`src/rtl/mem_access_unit.sv`:
```
// rtl/mem_access_unit.sv - memory access stage with MAR/MDR, byte-lane steering and misalignment error
module mem_access_unit #(
    parameter int ADDR_W  = 16,
    parameter int DATA_W  = 16,
    parameter int MEM_LAT = 1
) (
    input  logic              clk,
    input  logic              rst,
    input  logic              req_valid,
    output logic              req_ready,
    input  logic              req_rw,
    input  logic              req_bw,
    input  logic [ADDR_W-1:0] req_addr,
    input  logic [DATA_W-1:0] req_wdata,
    output logic              resp_valid,
    output logic [DATA_W-1:0] resp_data,
    output logic              resp_err,
    output logic              mem_en,
    output logic              mem_we,
    output logic [ADDR_W-2:0] mem_addr,
    output logic [1:0]        mem_be,
    output logic [DATA_W-1:0] mem_wdata,
    input  logic [DATA_W-1:0] mem_rdata
);

    typedef enum logic [1:0] {
        IDLE   = 2'd0,
        ACCESS = 2'd1,
        WAIT   = 2'd2,
        RESP   = 2'd3
    } state_t;

    state_t            state, next_state;
    logic [ADDR_W-1:0] mar;
    logic [DATA_W-1:0] mdr;
    logic              rw_q, bw_q, err_q;
    logic [2:0]        cnt;

    logic              accept;
    logic              misaligned;
    logic [DATA_W-1:0] rd_steer;

    assign accept     = req_valid && (state == IDLE);
    assign misaligned = !req_bw && req_addr[0];

    // Byte reads land in the low lane of MDR, zero-extended.
    always_comb begin
        rd_steer = mem_rdata;
        if (bw_q) begin
            if (mar[0]) rd_steer = {{(DATA_W-8){1'b0}}, mem_rdata[15:8]};
            else        rd_steer = {{(DATA_W-8){1'b0}}, mem_rdata[7:0]};
        end
    end

    always_ff @(posedge clk) begin
        if (rst) state <= IDLE;
        else     state <= next_state;
    end

    always_ff @(posedge clk) begin
        if (rst) begin
            mar   <= '0;
            mdr   <= '0;
            rw_q  <= 1'b0;
            bw_q  <= 1'b0;
            err_q <= 1'b0;
            cnt   <= '0;
        end else begin
            if (accept) begin
                mar   <= req_addr;
                rw_q  <= req_rw;
                bw_q  <= req_bw;
                err_q <= misaligned;
                // A rejected (misaligned) write must leave MDR untouched.
                if (req_rw && !misaligned) begin
                    if (req_bw) mdr <= {{(DATA_W-8){1'b0}}, req_wdata[7:0]};
                    else        mdr <= req_wdata;
                end
            end
            if (state == ACCESS) cnt <= 3'(MEM_LAT);
            if (state == WAIT) begin
                cnt <= cnt - 3'd1;
                if (cnt == 3'd1) mdr <= rd_steer;
            end
        end
    end

    always_comb begin
        next_state = state;
        req_ready  = 1'b0;
        resp_valid = 1'b0;
        resp_err   = 1'b0;
        mem_en     = 1'b0;
        mem_we     = 1'b0;
        mem_be     = 2'b00;
        case (state)
            IDLE: begin
                req_ready = 1'b1;
                if (req_valid) next_state = misaligned ? RESP : ACCESS;
            end
            ACCESS: begin
                mem_en     = 1'b1;
                mem_we     = rw_q;
                mem_be     = bw_q ? (mar[0] ? 2'b10 : 2'b01) : 2'b11;
                next_state = rw_q ? RESP : WAIT;
            end
            WAIT: begin
                if (cnt == 3'd1) next_state = RESP;
            end
            RESP: begin
                resp_valid = 1'b1;
                resp_err   = err_q;
                next_state = IDLE;
            end
            default: next_state = IDLE;
        endcase
    end

    assign mem_addr  = mar[ADDR_W-1:1];
    assign mem_wdata = bw_q ? {mdr[7:0], mdr[7:0]} : mdr;
    assign resp_data = mdr;

endmodule

```
`config.mk`:
```
export PLATFORM = sky130hd
export DESIGN_NAME = mem_access_unit
export DESIGN_NICKNAME = d
export VERILOG_FILES = /design/src/rtl/mem_access_unit.sv
export SDC_FILE = /design/constraint.sdc
export NUM_CORES = 1
export LEC_CHECK = 0
export BUFFER_PORTS_ARGS = -buffer_cell sky130_fd_sc_hd__buf_2
export CELL_PAD_IN_SITES_DETAIL_PLACEMENT = 0
export CELL_PAD_IN_SITES_GLOBAL_PLACEMENT = 1
export CORE_ASPECT_RATIO = 1.5
export CORE_MARGIN = 5
export CORE_UTILIZATION = 32
export CTS_CLUSTER_DIAMETER = 150
export DETAILED_ROUTE_END_ITERATION = 10
export GPL_TIMING_DRIVEN = 0
export PLACE_DENSITY_LB_ADDON = 0.1
export SETUP_SLACK_MARGIN = 0.02
export SYNTH_ARGS = -nofsm -noshare
export SYNTH_HDL_FRONTEND = slang
export SYNTH_SLANG_ARGS = --single-unit
```
`constraint.sdc`:
```
create_clock -name clk -period 1.9 [get_ports clk]
set_input_delay 0.095 -clock clk [delete_from_list [all_inputs] [get_ports clk]]
set_output_delay 0.095 -clock clk [all_outputs]
set_load 0.005 [all_outputs]
```
==> impl_results.rst <==
.. list-table::
   :header-rows: 1

   * - Metric
     - Value
   * - Top-level port count
     - 107
   * - Latest clock arrival within the worst-skew pair
     - 0.30 ns
   * - Clock tree root driver cell
     - sky130_fd_sc_hd__clkbuf_8
   * - Chip height
     - 112 µm
   * - Number of detailed-route iterations in the first pass
     - 4
   * - Initial antenna violation count
     - 0
   * - Switching share of power
     - 0.352
   * - Mux contribution to synthesized area
     - 0.0408
   * - Hold buffers post-CTS
     - 0
   * - Combinational family with the most area after synthesis
     - compound AO/OA/AOI/OAI gates
   * - Overall Global Routing Usage
     - 0.174
   * - Clock-pin slew reported for the worst setup and hold paths after clock tree synthesis
     - 0.09 ns
   * - H-tree levels
     - 2
   * - FMAX
     - 569 MHz
   * - Drt wl/cell
     - 16.4 µm
   * - Count of input and output buffers
     - 105
   * - Total die area
     - 0.00870 mm²
   * - Core area
     - 0.00681 mm²
   * - Final-report hold violation count
     - 0
   * - Clock Power Share
     - 0.235
   * - Combinational fraction of design power
     - 0.418
   * - Net Count, Synth
     - 327
   * - Number of diodes
     - 0
   * - Arr. time, crit path
     - 1.97 ns
   * - DRC Markers
     - 0
   * - Required time at the endpoint of the critical path
     - 2.11 ns
   * - Internal Dissipation
     - 2.14 mW
   * - Fin Clk Skew
     - 0.00708 ns
   * - Buffer depth of the longest clock path
     - 2
   * - Simple-gate portion of the synthesized area
     - 0.196
   * - Number of sinks driven by the clock tree
     - 40
   * - Proportion of layout cells with a drive suffix above 1
     - 0.430
   * - Sw Pwr
     - 1.16 mW
   * - Category of the critical setup timing path
     - flop to flop
   * - Count of max-cap constraint violations
     - 0
   * - Status
     - finished clean
   * - Flops & latches, synth
     - 40
   * - Post-synthesis instance area
     - 0.00221 mm²
   * - Placement Rows
     - 37
   * - Largest net degree at the start of global routing
     - 20
   * - Avg Synthesized Cell Area
     - 8.27 µm²
   * - Fill cells
     - 720
   * - Leakage power figure
     - 1.45 nW
   * - Adder-cell share of the synthesized area
     - 0.0397
   * - Slew HR
     - 0.626
   * - Initial core utilization
     - 0.325
   * - Overall die width
     - 77.8 µm
   * - Final ANT Viol Nets
     - 0
   * - Post-route setup TNS
     - 0 ns
   * - Relative area change from synthesis to final layout
     - 34.6%
   * - Final cycle utilization of the critical path
     - 0.926
   * - Maximum VDD drop
     - 413 µV
   * - First-pass GRT wire length
     - 12000 µm
   * - Synthesized-area fraction occupied by ao, oa, aoi and oai cells
     - 0.226
   * - Slew at the pin closest to its max-slew limit
     - 0.559 ns
   * - Worst setup slack before clock tree synthesis
     - -0.0185 ns
   * - Shortest clock period the worst path allows after layout
     - 1.76 ns
   * - Estimated wirelength of the detail-placed design
     - 5800 µm
   * - Number of buffers added by the clock tree synthesis step
     - 5
   * - Number of vias after detailed routing
     - 2319
   * - RSZ-0062 raised after global routing
     - true
   * - Crit-path max FO
     - 10
   * - Vias/cell
     - 5.07
   * - Post-detailed-routing wire length
     - 7510 µm
   * - Post-Route Utilization
     - 0.437
   * - Type of origin of the critical path
     - flop
   * - HP Class
     - input port to flop
   * - Fin nets
     - 438
   * - Least setup slack across all paths after layout
     - 0.141 ns
   * - Number of different library cells in the post-synthesis netlist
     - 32
   * - Number of design-rule violations left by the first detailed-router iteration
     - 132
   * - Sequential share of the synthesized area
     - 0.363
   * - Overflow after GRT
     - 0
   * - Final Setup Violations
     - 0
   * - Yosys synthesis warning count
     - 0
   * - Sequential group share of total power
     - 0.347
   * - Number of standard cells after synthesis
     - 267
   * - Cell Pwr Density
     - 1110 mW/mm²
   * - Final Power
     - 3.30 mW
   * - Routability cong.
     - 0.879
   * - CTS tree
     - built
   * - Share of the synthesized netlist area taken by xor and xnor gates
     - 0
   * - Worst Setup End Kind
     - flop
   * - Total count of max-transition violations in the final report
     - 0
   * - Hold WS
     - 0.0280 ns
   * - Number of global-route vias before repair
     - 2423
-- through the flow --
step	instance area [µm²]	std cells
after floorplan	2210	267
after global placement	2830	450
after detailed placement	2830	450
after CTS	2960	457
after global routing	2970	457
final	2970	457
-- power by group through the flow --
stage	clock, mW	sequential, mW	combinational, mW
2_1_floorplan	0	1.12	0.893
3_3_place_gp	0	1.16	1.39
3_5_place_dp	0	1.17	1.39
4_1_cts	0.811	1.15	1.39
5_1_grt	0.849	1.17	1.57
6_report	0.776	1.14	1.38
-- kinds of logic (layout without fill, tap and decap cells) --
family / after synthesis / after routing
buffers and inverters: 48 / 160
muxes: 8 / 8
DFF: 40 / 40
adders and majority gates: 7 / 7
AOI/OAI and AO/OA: 78 / 78
and+or+nand+nor: 86 / 86
-- sequential cells by signal, summed over array words and instances (netlist names) --
signal,flops
cnt,3
err_q,1
mar,16
bw_q,1
rw_q,1
state,2
resp_data,16
-- routing by layer --
| metal | wire [µm] | vias up | GRT usage |
|---|---|---|---|
| li1 | - | 1152 | - |
| met2 | 3680 | 109 | 0.294 |
| met5 | 0 | - | 0 |
| met3 | 685 | 16 | 0.0558 |
| met1 | 2940 | 1042 | 0.199 |
| met4 | 211 | 0 | 0.0688 |
-- worst paths after layout --
path / startpoint / to / slack (ns) / cells past startpoint
setup / recovery: state[1] / resp_data[7] / 0.14 / 7
hold reg to reg: mar[12] / mar[12] / 0.46 / 2
setup reg to reg: state[1] / resp_data[7] / 0.14 / 7
hold / removal: req_addr[4] / mar[4] / 0.03 / 3
-- Yosys cell counts (all sizes together) --
library cell / instances / area share
ha: 7 / 0.040
nor2: 4 / 0.0068
and3: 9 / 0.025
buf: 35 / 0.11
and2b: 1 / 0.0040
nand2b: 10 / 0.028
a21oi: 22 / 0.050
nand2: 39 / 0.066
a211o: 1 / 0.0040
a2111oi: 1 / 0.0040
mux2: 8 / 0.041
nor3: 1 / 0.0023
a31oi: 8 / 0.023
nand3: 10 / 0.023
a221oi: 9 / 0.036
nor2b: 3 / 0.0085
a311oi: 8 / 0.032
and3b: 2 / 0.0079
inv: 6 / 0.010
and2: 4 / 0.011
a211oi: 9 / 0.031
nand4b: 1 / 0.0040
a21o: 1 / 0.0034
nand3b: 2 / 0.0085
a21boi: 1 / 0.0034
clkbuf: 7 / 0.012
dfxtp: 40 / 0.36
o21ai: 18 / 0.041
-- area by class of cell --
| class | count | area (µm²) | area share |
|---|---|---|---|
| repair buffers | 105 | 526 | 0.177 |
| plain buffers | 41 | 278 | 0.0935 |
| clock inverters | 1 | 30.0 | 0.0101 |
| well taps | 78 | 97.6 | 0.0328 |
| flip-flops and latches | 40 | 802 | 0.270 |
| clock buffers | 7 | 96.3 | 0.0324 |
| inverters | 6 | 22.5 | 0.00758 |
| multi-input cells | 179 | 1120 | 0.377 |
-- timing repair --
| item | in CTS | in global routing |
|---|---|---|
| hold endpoints to repair | 0 | 0 |
| endpoints found under the setup margin | 26 | 17 |
| gates resized for setup | 2 | 6 |
| buffers inserted | 0 | 0 |
-- placed cells by master (no fill, tap or decap), types with 7 or more instances in the layout --
cell,netlist,final
sky130_fd_sc_hd__buf_2,7,110
sky130_fd_sc_hd__o21ai_0,14,14
sky130_fd_sc_hd__nand2_1,39,37
sky130_fd_sc_hd__buf_4,27,29
sky130_fd_sc_hd__ha_1,7,7
sky130_fd_sc_hd__nand2b_1,10,10
sky130_fd_sc_hd__mux2_2,8,8
sky130_fd_sc_hd__a21oi_1,22,22
sky130_fd_sc_hd__a31oi_1,8,8
sky130_fd_sc_hd__a221oi_1,9,9
sky130_fd_sc_hd__a311oi_1,8,8
sky130_fd_sc_hd__and3_1,9,9
sky130_fd_sc_hd__clkbuf_8,0,7
sky130_fd_sc_hd__dfxtp_1,40,39
sky130_fd_sc_hd__a211oi_1,9,9
sky130_fd_sc_hd__nand3_1,10,9
-- critical path, stage by stage (launching register included) --
cell and delay, ns:
sky130_fd_sc_hd__dfxtp_1 0.36, sky130_fd_sc_hd__inv_1 0.14, sky130_fd_sc_hd__ha_1 0.29, sky130_fd_sc_hd__and3_1 0.19, sky130_fd_sc_hd__buf_4 0.16, sky130_fd_sc_hd__buf_6 0.16, sky130_fd_sc_hd__nand3_1 0.08, sky130_fd_sc_hd__a311oi_1 0.27
(Power assumes the default switching activity.)
